--- src/rtl/stim_seq_gen.sv ---
// rtl/stim_seq_gen.sv - table-driven (pattern, duration) stimulus sequencer
// Optional MISR signature over resp enabled by STIM_SEQ_SIG_EN.
module stim_seq_gen #(
    parameter int               WIDTH    = 1,
    parameter int               DEPTH    = 16,
    parameter int               CNT_W    = 8,
    parameter logic [WIDTH-1:0] IDLE_VAL = '0,
    localparam int              AW       = $clog2(DEPTH)
) (
    input  logic             clk,
    input  logic             rst,
    input  logic             wr_en,
    input  logic [AW-1:0]    wr_addr,
    input  logic [WIDTH-1:0] wr_pat,
    input  logic [CNT_W-1:0] wr_dur,
    input  logic [AW:0]      seq_len,
    input  logic             loop,
    input  logic             start,
    input  logic             stop,
    output logic [WIDTH-1:0] stim,
    output logic             busy,
    output logic             done,
    output logic [AW-1:0]    step_idx
`ifdef STIM_SEQ_SIG_EN
    ,
    input  logic [WIDTH-1:0] resp,
    output logic [15:0]      sig
`endif
);

    typedef enum logic [1:0] {S_IDLE, S_RUN, S_DONE} state_t;

    state_t           state;
    logic [WIDTH-1:0] pat_mem [DEPTH];
    logic [CNT_W-1:0] dur_mem [DEPTH];
    logic [CNT_W-1:0] cnt;
    logic [AW:0]      len_q;
    logic             loop_q;

    logic             wr_ok;
    logic             start_ok;
    logic             last;
    logic             adv;
    logic [AW-1:0]    nxt_idx;
    logic [WIDTH-1:0] pat0;
    logic [CNT_W-1:0] dur0;

    function automatic logic [CNT_W-1:0] nz(input logic [CNT_W-1:0] d);
        return (d == '0) ? CNT_W'(1) : d;
    endfunction

    assign wr_ok    = wr_en && (state == S_IDLE) && !rst;
    assign start_ok = (state == S_IDLE) && start && !stop &&
                      (seq_len != '0) && (seq_len <= (AW+1)'(DEPTH));
    assign last     = ({1'b0, step_idx} == (len_q - (AW+1)'(1)));
    assign adv      = (cnt == CNT_W'(1));
    assign nxt_idx  = last ? '0 : step_idx + AW'(1);

    // A write landing on entry 0 in the start cycle must be visible immediately.
    assign pat0 = (wr_ok && wr_addr == '0) ? wr_pat : pat_mem[0];
    assign dur0 = (wr_ok && wr_addr == '0) ? wr_dur : dur_mem[0];

    always_ff @(posedge clk) begin
        if (wr_ok) begin
            pat_mem[wr_addr] <= wr_pat;
            dur_mem[wr_addr] <= wr_dur;
        end
    end

    always_ff @(posedge clk) begin
        if (rst) begin
            state    <= S_IDLE;
            stim     <= IDLE_VAL;
            busy     <= 1'b0;
            done     <= 1'b0;
            step_idx <= '0;
            cnt      <= CNT_W'(1);
            len_q    <= '0;
            loop_q   <= 1'b0;
        end else begin
            case (state)
                S_IDLE: begin
                    done <= 1'b0;
                    if (start_ok) begin
                        state    <= S_RUN;
                        stim     <= pat0;
                        cnt      <= nz(dur0);
                        step_idx <= '0;
                        busy     <= 1'b1;
                        len_q    <= seq_len;
                        loop_q   <= loop;
                    end
                end
                S_RUN: begin
                    if (stop) begin
                        state    <= S_IDLE;
                        stim     <= IDLE_VAL;
                        busy     <= 1'b0;
                        step_idx <= '0;
                    end else if (adv) begin
                        if (last && !loop_q) begin
                            state    <= S_DONE;
                            stim     <= IDLE_VAL;
                            busy     <= 1'b0;
                            done     <= 1'b1;
                            step_idx <= '0;
                        end else begin
                            step_idx <= nxt_idx;
                            stim     <= pat_mem[nxt_idx];
                            cnt      <= nz(dur_mem[nxt_idx]);
                        end
                    end else begin
                        cnt <= cnt - CNT_W'(1);
                    end
                end
                S_DONE: begin
                    done  <= 1'b0;
                    state <= S_IDLE;
                end
                default: state <= S_IDLE;
            endcase
        end
    end

`ifdef STIM_SEQ_SIG_EN
    localparam int RW = (WIDTH < 16) ? WIDTH : 16;
    logic [15:0] resp16;

    assign resp16 = 16'(resp[RW-1:0]);

    // x^16+x^12+x^5+1, shift-left form; holds outside RUN.
    always_ff @(posedge clk) begin
        if (rst || start_ok) begin
            sig <= 16'hFFFF;
        end else if (state == S_RUN) begin
            sig <= {sig[14:0], 1'b0} ^ (sig[15] ? 16'h1021 : 16'h0000) ^ resp16;
        end
    end
`endif

endmodule

--- config.mk ---
export PLATFORM = sky130hd
export DESIGN_NAME = stim_seq_gen
export DESIGN_NICKNAME = d
export VERILOG_FILES = /design/src/rtl/stim_seq_gen.sv
export SDC_FILE = /design/constraint.sdc
export NUM_CORES = 1
export LEC_CHECK = 0
export CAP_MARGIN = 20
export CORE_MARGIN = 2
export CORE_UTILIZATION = 33
export DETAILED_ROUTE_END_ITERATION = 10
export SYNTH_ARGS = -nofsm -noshare
export SYNTH_HDL_FRONTEND = slang
export SYNTH_SLANG_ARGS = --single-unit
--- constraint.sdc ---
create_clock -name clk -period 2.55 [get_ports clk]
set_input_delay 0.255 -clock clk [delete_from_list [all_inputs] [get_ports clk]]
set_output_delay 0.255 -clock clk [all_outputs]
set_load 0.01 [all_outputs]
* Yosys cells after proc, flatten, opt, wreduce, memory -nomap -nowiden *
Memories as Yosys holds them, arrays and structs flattened.
Cells that the tools add are included.

word-level totals
  register bits = 23
  RAM bits = 144
  bits of input ports = 24
  output and inout bits = 7
  logic and storage cells = 86
  memories = 2

cells by class
  add/subtract/negate cells = 3
  $lt $le $gt $ge = 1
  equal/unequal tests = 11
  muxes and demuxes = 36
  reductions and logical operators = 25

memory list
  memory   depth  bits a word  rd ports  clocked after memory_dff  wr ports  line  source
  dur_mem  16     8            2         0                         1         35    logic [CNT_W-1:0] dur_mem [DEPTH];
  pat_mem  16     1            2         0                         1         34    logic [WIDTH-1:0] pat_mem [DEPTH];

operator list
  kind                                                                   count
  8-bit two-way mux                                                      7
  4-bit two-way mux                                                      5
  8-bit logical NOT                                                      2
  8-bit case mux with 2 select lines                                     1
  1-bit two-way mux                                                      14
  4-bit AND reduction                                                    3
  3-bit inequality test, second input constant                           3
  8-bit by 1-bit equality test with 1-bit output, second input constant  1
  1-bit logical AND                                                      8
  2-bit two-way mux                                                      4
  2-bit inequality test, second input constant                           4
  4-bit case mux with 2 select lines                                     1
  8-bit by 1-bit subtractor with 8-bit output, second input constant     1
  1-bit case mux with 2 select lines                                     3
  3-bit AND reduction                                                    2
  4-bit by 5-bit equality test with 1-bit output                         1
  5-bit less-or-equal comparator, second input constant                  1
  5-bit nonzero test                                                     1
  5-bit by 1-bit subtractor with 5-bit output, second input constant     1
  4-bit by 1-bit adder with 4-bit output, second input constant          1
  4-bit logical NOT                                                      1
  2-bit case mux with 2 select lines                                     1
  2-bit nonzero test                                                     2
  1-bit logical NOT                                                      3
  other kinds (5)                                                        5

* Logic depth before layout (Yosys ltp) *
Gate-level depths: netlist of the first run.
An unclocked memory read counts as a cell.

  depth after elaboration = 10
  gate-level depth with buffers = 12
  mapped depth without buffers = 10

* Worst setup path before layout of the first run *
No wires, ideal clock.

  path kind = register to register
  start = register step_idx[1]
  end = register cnt[0]
  setup time = 0.079 ns
  arrival time = 2.380 ns
  data required time = 2.471 ns
  setup slack = 0.091 ns
  cell stages (with the launch flop) = 10
  path buffers = 3
  period minus slack after synthesis = 2.459 ns
  cells stage by stage = dfxtp_1 -> ha_1 -> buf_2 -> buf_2 -> clkbuf_1 -> mux4_2 -> and3_1 -> o31ai_1 -> o2111ai_1 -> o211ai_1

on the way
  cells in the longest elaborated chain, start to end = 9
  elaborated cells on any way between the ends = 13
  classes of those cells = add/sub (1); eq/ne (2); mux (6); reduce/logical (3); memory (1)

ends and longest elaborated chain
  element                                                                                                   line    source
  start, declared                                                                                           23      output logic [AW-1:0] step_idx
  start signal, assigned                                                                                    108     step_idx <= nxt_idx;
  4-bit by 1-bit adder with 4-bit output or 4-bit by 5-bit equality test with 1-bit output (tied branches)  57, 55
  4-bit two-way mux                                                                                         57      assign nxt_idx = last ? '0 : step_idx + AW'(1);
  memory 16 x 8 bit                                                                                         --
  8-bit logical NOT                                                                                         49      return (d == '0) ? CNT_W'(1) : d;
  8-bit two-way mux                                                                                         49
  8-bit two-way mux                                                                                         101     if (last && !loop_q) begin
  8-bit two-way mux                                                                                         100     end else if (adv) begin
  8-bit two-way mux                                                                                         95      if (stop) begin
  8-bit case mux with 2 select lines                                                                        81      case (state)
  end signal, assigned                                                                                      87      cnt <= nz(dur0);
  end signal, assigned                                                                                      110     cnt <= nz(dur_mem[nxt_idx]);
  end signal, assigned                                                                                      113     cnt <= cnt - CNT_W'(1);
  end, declared                                                                                             36      logic [CNT_W-1:0] cnt;

Several ways; a longest one is shown, not always the timed one. The select of a mux whose other input is x is not followed.
A chain may end at the register's enable or synchronous reset.

* Final worst setup path of the first run *
  start = register len_q[0]
  end = register cnt[1]

on the way
  cells in the longest elaborated chain, start to end = 10
  elaborated cells on any way between the ends = 13
  classes of those cells = add/sub (1); eq/ne (2); mux (6); reduce/logical (3); memory (1)

ends and longest elaborated chain
  element                                             line  source
  start, declared                                     37    logic [AW:0] len_q;
  start signal, assigned                              90    len_q <= seq_len;
  5-bit by 1-bit subtractor with 5-bit output (*)     55    assign last = ({1'b0, step_idx} == (len_q - (AW+1)'(1)));
  4-bit by 5-bit equality test with 1-bit output (*)  55
  4-bit two-way mux                                   57
  memory 16 x 8 bit                                   --
  8-bit logical NOT                                   49
  8-bit two-way mux                                   49
  8-bit two-way mux                                   101
  8-bit two-way mux                                   100
  8-bit two-way mux                                   95
  8-bit case mux with 2 select lines                  81

Mark *: on every way between the ends. The rest lies on a longest branch, timed or not. The select of a mux whose other input is x is not followed.

==> flow_summary.toml, run 1 <==
[setup_path]
required_ns = 2.87
crit_path_start_kind = "flip-flop"
arrival_ns = 2.85
criticalPathCategory = "flip-flop to flip-flop"
crit_path_max_fanout = 6
end_kind = "flip-flop"
rrSetupSlack_ns = 0.02

[timing]
fin_crit_ns = 2.530
slew_viol_final = 0
hold_viol = 0
tightest_slew_ns = 0.5321
skew_ns = 0.01161
setup_viol = 0
grt_setup_unrepaired = "yes"
max_freq_mhz = 395.2
fin_crit_sh_pct = 99.23
finalSetupTns_ns = 0
slew_headroom_pct = 64.15

[floorplanning]
initial_utilization_pct = 33.68
dieArea_um2 = 23490
io_pins = 31
core_area_um2 = 21820
die_y_um = 153.3
die_x_um = 153.3
rows = 54

[detailed_routing]
vias = 5024
route.detailed.drc = 0
vias_per_cell = 5.350
firstDrtPassIters = 5
drt-total-wl_um = 19370
ant_nets = 0
initialDrtViolationCount = 560
wl_per_cell_um = 20.63

[outcome]
status = "completed"

[synthesis]
synth_top_family_by_area = "compound AO/OA/AOI/OAI gates"
synth_cells = 543
synth_top_cells_by_area = "edfxtp_1 (59%), dfxtp_1 (6.3%), mux4_2 (4.0%), nor2_1 (2.6%), mux2i_1 (2.5%)"
yosysWarningCount = 0
synth_top_area_share_pct = 58.83
synth.most_common_cell = "edfxtp_1"
ys.flop_type = "edfxtp_1"
syn_avg_cell_area_um2 = 13.54
synth-xor-area-share_pct = 1.906
synth-edff-count = 144
muxShareOfSynthArea_pct = 9.038
yosys.area_share.simple_pct = 9.277
syn-cell-area_um2 = 7351
seq_area_frac_synth_pct = 65.09
synthesis.nets = 571
synth_compound_area_share_pct = 11.30
yosys-top-cells-count = "edfxtp_1 (144), nor2_1 (50), nand2_1 (35)"
synth.distinct_cells = 67
synth_top_cell_by_area = "edfxtp_1"
synth_fa_ha_area_share_pct = 0.6809
ys_ff_latch = 167
synthArstFlopShare_pct = 0

[grt]
grt_pass1_wl_um = 29600
grt_max_degree = 54
grt_use_total_pct = 16.50
grt_pass1_vias = 5022
grt-ovfl-total = 0
antenna_found_initial = 0

[cts]
cts_tree = "done"
ctsHoldBuffers = 0
cts.sinks = 167
cts_buffers = 17
clk_latency_ns = 0.44
ctsRootBufferMaster = "clkbuf_16"
ctsLongestPathBuffers = 2
clkSlewWorstSetupHoldPaths_ns = 0.07
htreeDepth = 4

[power]
pwr-share-seq_pct = 50.9
p_leak_nw = 3.216
p_clk_share_pct = 42.1
p_switching_mw = 1.442
p_int_mw = 4.476
p_per_area_nw_per_um2 = 629.4
p_comb_share_pct = 7.1
vdd_drop_max_mv = 0.4174
switching_share_pct = 24.37

[finish]
diodes = 0
nets = 674
layout-drive-gt1-share_pct = 29.59
area_delta_synth_final_pct = 27.91
stdcell_count = 939
final_area_um2 = 9403
final_util_pct = 43.09
fillers = 1916

[placement]
place_hpwl_um = 13030
place.gp.congestion = 0.8993
place_area_um2 = 8502
io_buffers = 30
dp_cells = 903

[run]
max_cap_violations = 0

[min_path]
hold_path_class = "input pin to flip-flop"
power groups by stage:
stage	Combinational [mW]	Sequential, mW	Clock [mW]
2_1_floorplan	0.184	3.07	0
3_3_place_gp	0.369	3.07	0
3_5_place_dp	0.377	3.07	0
4_1_cts	0.390	3.01	2.53
5_1_grt	0.452	3.01	2.64
6_report	0.418	3.01	2.49
critical path, cell delays in order, from the launching register on:
cell and delay (ns):
dfxtp_2 0.33, inv_2 0.04, ha_4 0.23, xnor2_2 0.13, a211oi_2 0.21, buf_4 0.17
o211ai_4 0.14, buf_6 0.18, a32o_2 0.26, a2bb2oi_4 0.18, or3_4 0.40, nand3_2 0.09
a21oi_2 0.05
per-layer routing:
layer,wire [um],track usage [%],part of all wire (%)
met5,0,0,0
met4,340,4.541,1.8
met3,1660,4.395,8.6
met2,8846,25.19,46
met1,8526,23.31,44
area by class of cell:
cell class | count | area, um2 | share of cell area (%)
Clock inverter | 15 | 147.6 | 1.570
Inverter | 10 | 37.54 | 0.3992
Tap cell | 280 | 350.3 | 3.726
Multi-Input combinational cell | 333 | 2614 | 27.80
Timing Repair Buffer | 117 | 1039 | 11.04
Clock buffer | 17 | 425.4 | 4.524
Sequential cell | 167 | 4790 | 50.94
stage by stage:
stage	hold WS (ns)	worst slack (ns)	power, mW
floorplan	0.3539	0.09106	3.250
detailed placement	0.4598	-0.1880	3.445
global route	0.4996	-0.06969	6.101
CTS	0.4311	0.01736	5.924
global placement	0.4527	-0.1108	3.436
finish	0.4522	0.01952	5.918
registers in the layout (all words and copies together) (netlist names), 2 cells and up:
name / cells
state: 2
len_q: 5
pat_mem: 16
dur_mem: 128
step_idx: 4
cnt: 8
layout by cell type (no fill, tap or decap), types with 5 or more instances in the layout:
cell and instances:
nor2_1 49, a31oi_1 7, buf_6 6, nor3_1 17, nand2_1 35, xor2_1 7
mux4_2 13, clkdlybuf4s50_1 30, o21ai_1 6, o21ai_0 13, xnor2_1 6, a22oi_1 5
clkbuf_16 18, dfxtp_1 19, nand3_1 10, a21oi_2 5, edfxtp_1 144, inv_8 8
buf_4 77, a221oi_1 5, a21oi_1 29, inv_1 8, mux2_2 16, mux2i_1 18
worst paths after layout:
path             from  cells after the start  endpoint
min              loop                      3    loop_q
max          len_q[0]                     12    cnt[1]
max reg2reg  len_q[0]                     12    cnt[1]
min reg2reg      busy                      2      busy
repair_timing:
action | in CTS | in global routing
gates resized for setup | 26 | 35
setup buffers | 3 | 1
endpoints found under the setup margin | 7 | 9
gates cloned | 0 | 1
pin swaps | 7 | 11
cell families (layout without fill, tap and decap cells):
family                     Yosys count  count (layout)
DFF                                167             167
and+or+nand+nor                    144             144
AOI/OAI and AO/OA                  121             121
muxes                               48              48
buffers and inverters               43             159
xor gates and xnor gates            16              16
adders and majority gates            4               4
(Power assumes the default switching activity.)
==> run 2, diff against run 1 <==
--- a/config.mk
+++ b/config.mk
@@ -9,6 +9,7 @@
 export CORE_MARGIN = 2
 export CORE_UTILIZATION = 33
 export DETAILED_ROUTE_END_ITERATION = 10
+export PLACE_DENSITY_LB_ADDON = 0.2
 export SYNTH_ARGS = -nofsm -noshare
 export SYNTH_HDL_FRONTEND = slang
 export SYNTH_SLANG_ARGS = --single-unit
==> run 2 against run 1 <==
  * The run now ends with negative setup slack left
  * Setup slack got worse by 0.052 ns
  * Clock skew increased by 0.0099 ns
  * Die area unchanged
  * Register-to-register slack got worse by 0.05 ns
==> flow_summary.toml, run 2 (synthesis gave the netlist of run 1 again) <==
[finish]
largest-register = "dur_mem"
layout-drive-gt1-share_pct = 32.55
stdcell_count = 959
layout_common_cells = "edfxtp_1 (144), buf_4 (89), nor2_1 (47)"
area_delta_synth_final_pct = 31.71
final_util_pct = 44.36
diodes = 0
final_common_cell = "edfxtp_1"
nets = 694
largest_register_ffs = 128
fillers = 1971
top_regs = "dur_mem x128, pat_mem x16, cnt x8"

[detailed_routing]
initialDrtViolationCount = 446
wl_per_cell_um = 20.89
firstDrtPassIters = 5
drt-total-wl_um = 20030
route.detailed.drc = 0
vias_per_cell = 5.300
ant_nets = 0
vias = 5083

[timing]
tightest_slew_ns = 0.5103
slew_viol_final = 0
skew_ns = 0.02155
hold_viol = 0
layout_setup_ws_ns = -0.03265
fin_crit_sh_pct = 101.3
setup_viol = 3
grt_setup_unrepaired = "yes"
max_freq_mhz = 387.2
slew_headroom_pct = 65.72
fin_crit_ns = 2.583

[grt]
grt_pass1_wl_um = 30160
antenna_found_initial = 0
grt_use_total_pct = 17.17
grt_max_degree = 33
grt_pass1_vias = 5001
grt-ovfl-total = 0

[cts]
cts_tree = "done"
htreeDepth = 4
ctsRootBufferMaster = "clkbuf_16"
cts_buffers = 17
clk_latency_ns = 0.44
ctsLongestPathBuffers = 2
cts.sinks = 167
clkSlewWorstSetupHoldPaths_ns = 0.07

[floorplanning]
die_x_um = 153.3
core_area_um2 = 21820
dieArea_um2 = 23490
die_y_um = 153.3
initial_utilization_pct = 33.68
rows = 54
io_pins = 31

[placement]
dp_cells = 910
io_buffers = 30
place.gp.congestion = 0.8723
place_hpwl_um = 13800

[setup_path]
criticalPathCategory = "flip-flop to flip-flop"
arrival_ns = 2.94
crit_path_max_fanout = 7
required_ns = 2.91
crit_path_start_kind = "flip-flop"
end_kind = "flip-flop"
r2r_cells = 13

[power]
p_leak_nw = 3.366
power_mw = 6.133
p_per_area_nw_per_um2 = 633.4
vdd_drop_max_mv = 0.3765

[outcome]
violations = "negative setup slack"
status = "finished with violations"

[min_path]
holdPathStages = 2
hold_path_class = "flip-flop to flip-flop"

[run]
max_cap_violations = 0
## run 2: routing by layer
| metal | track usage, % | part of all wire, % | vias up |
|---|---|---|---|
| li1 | - | - | 2355 |
| met1 | 24.39 | 47 | 2520 |
| met2 | 26.02 | 45 | 172 |
| met3 | 4.083 | 5.3 | 36 |
| met4 | 5.511 | 2.3 | 0 |
| met5 | 0 | 0 | - |
## run 2: worst max-delay path, stage by stage, from the launching register on
cell and delay, ns:
dfxtp_2 0.34, inv_2 0.04, ha_4 0.17, xnor2_4 0.13
o21ba_4 0.24, buf_6 0.11, o211ai_4 0.20, buf_12 0.16
buf_4 0.12, o21ai_1 0.07, a221oi_2 0.37, nor3_1 0.09
a2111o_1 0.31, a21oi_2 0.14
## run 2: layout make-up
class | count | area, um2 | share of cell area [%]
clock buffer | 17 | 425.4 | 4.394
timing repair buffer | 137 | 1246 | 12.87
multi-input combinational | 333 | 2630 | 27.16
sequential | 167 | 4788 | 49.46
inverter | 10 | 37.54 | 0.3877
clock inverter | 15 | 203.9 | 2.106
tap | 280 | 350.3 | 3.619
## run 2: where the power goes
group,internal (mW),switching (mW)
sequential,2.99,0.0199
combinational,0.193,0.247
clock,1.50,1.18
## run 2: repair_timing
item                                    CTS  global route
cloned                                    2             0
hold endpoints to repair                  0             0
hold buffers                              0             0
pin swaps                                 9            19
endpoints found under the setup margin    9             9
resized for setup                        29            40
buffers inserted                          7            10
## run 2: stage by stage
stage          hold WS, ns   TNS, ns  area (um2)  setup WS, ns
6_report            0.4541  -0.06327        9682      -0.03265
2_1_floorplan       0.3539         0        7351       0.09106
3_5_place_dp        0.4537    -1.057        8612       -0.1508
4_1_cts             0.4570  -0.03636        9454      -0.01928
3_3_place_gp        0.4476   -0.6215        8612       -0.1139
5_1_grt             0.4739   -0.4641        9682       -0.1346
## run 2: worst paths after layout
kind / slack [ns] / startpoint / endpoint
setup / recovery: -0.03 / len_q[0] / cnt[6]
hold / removal: 0.45 / busy / busy
setup reg to reg: -0.03 / len_q[0] / cnt[6]
hold reg to reg: 0.45 / busy / busy
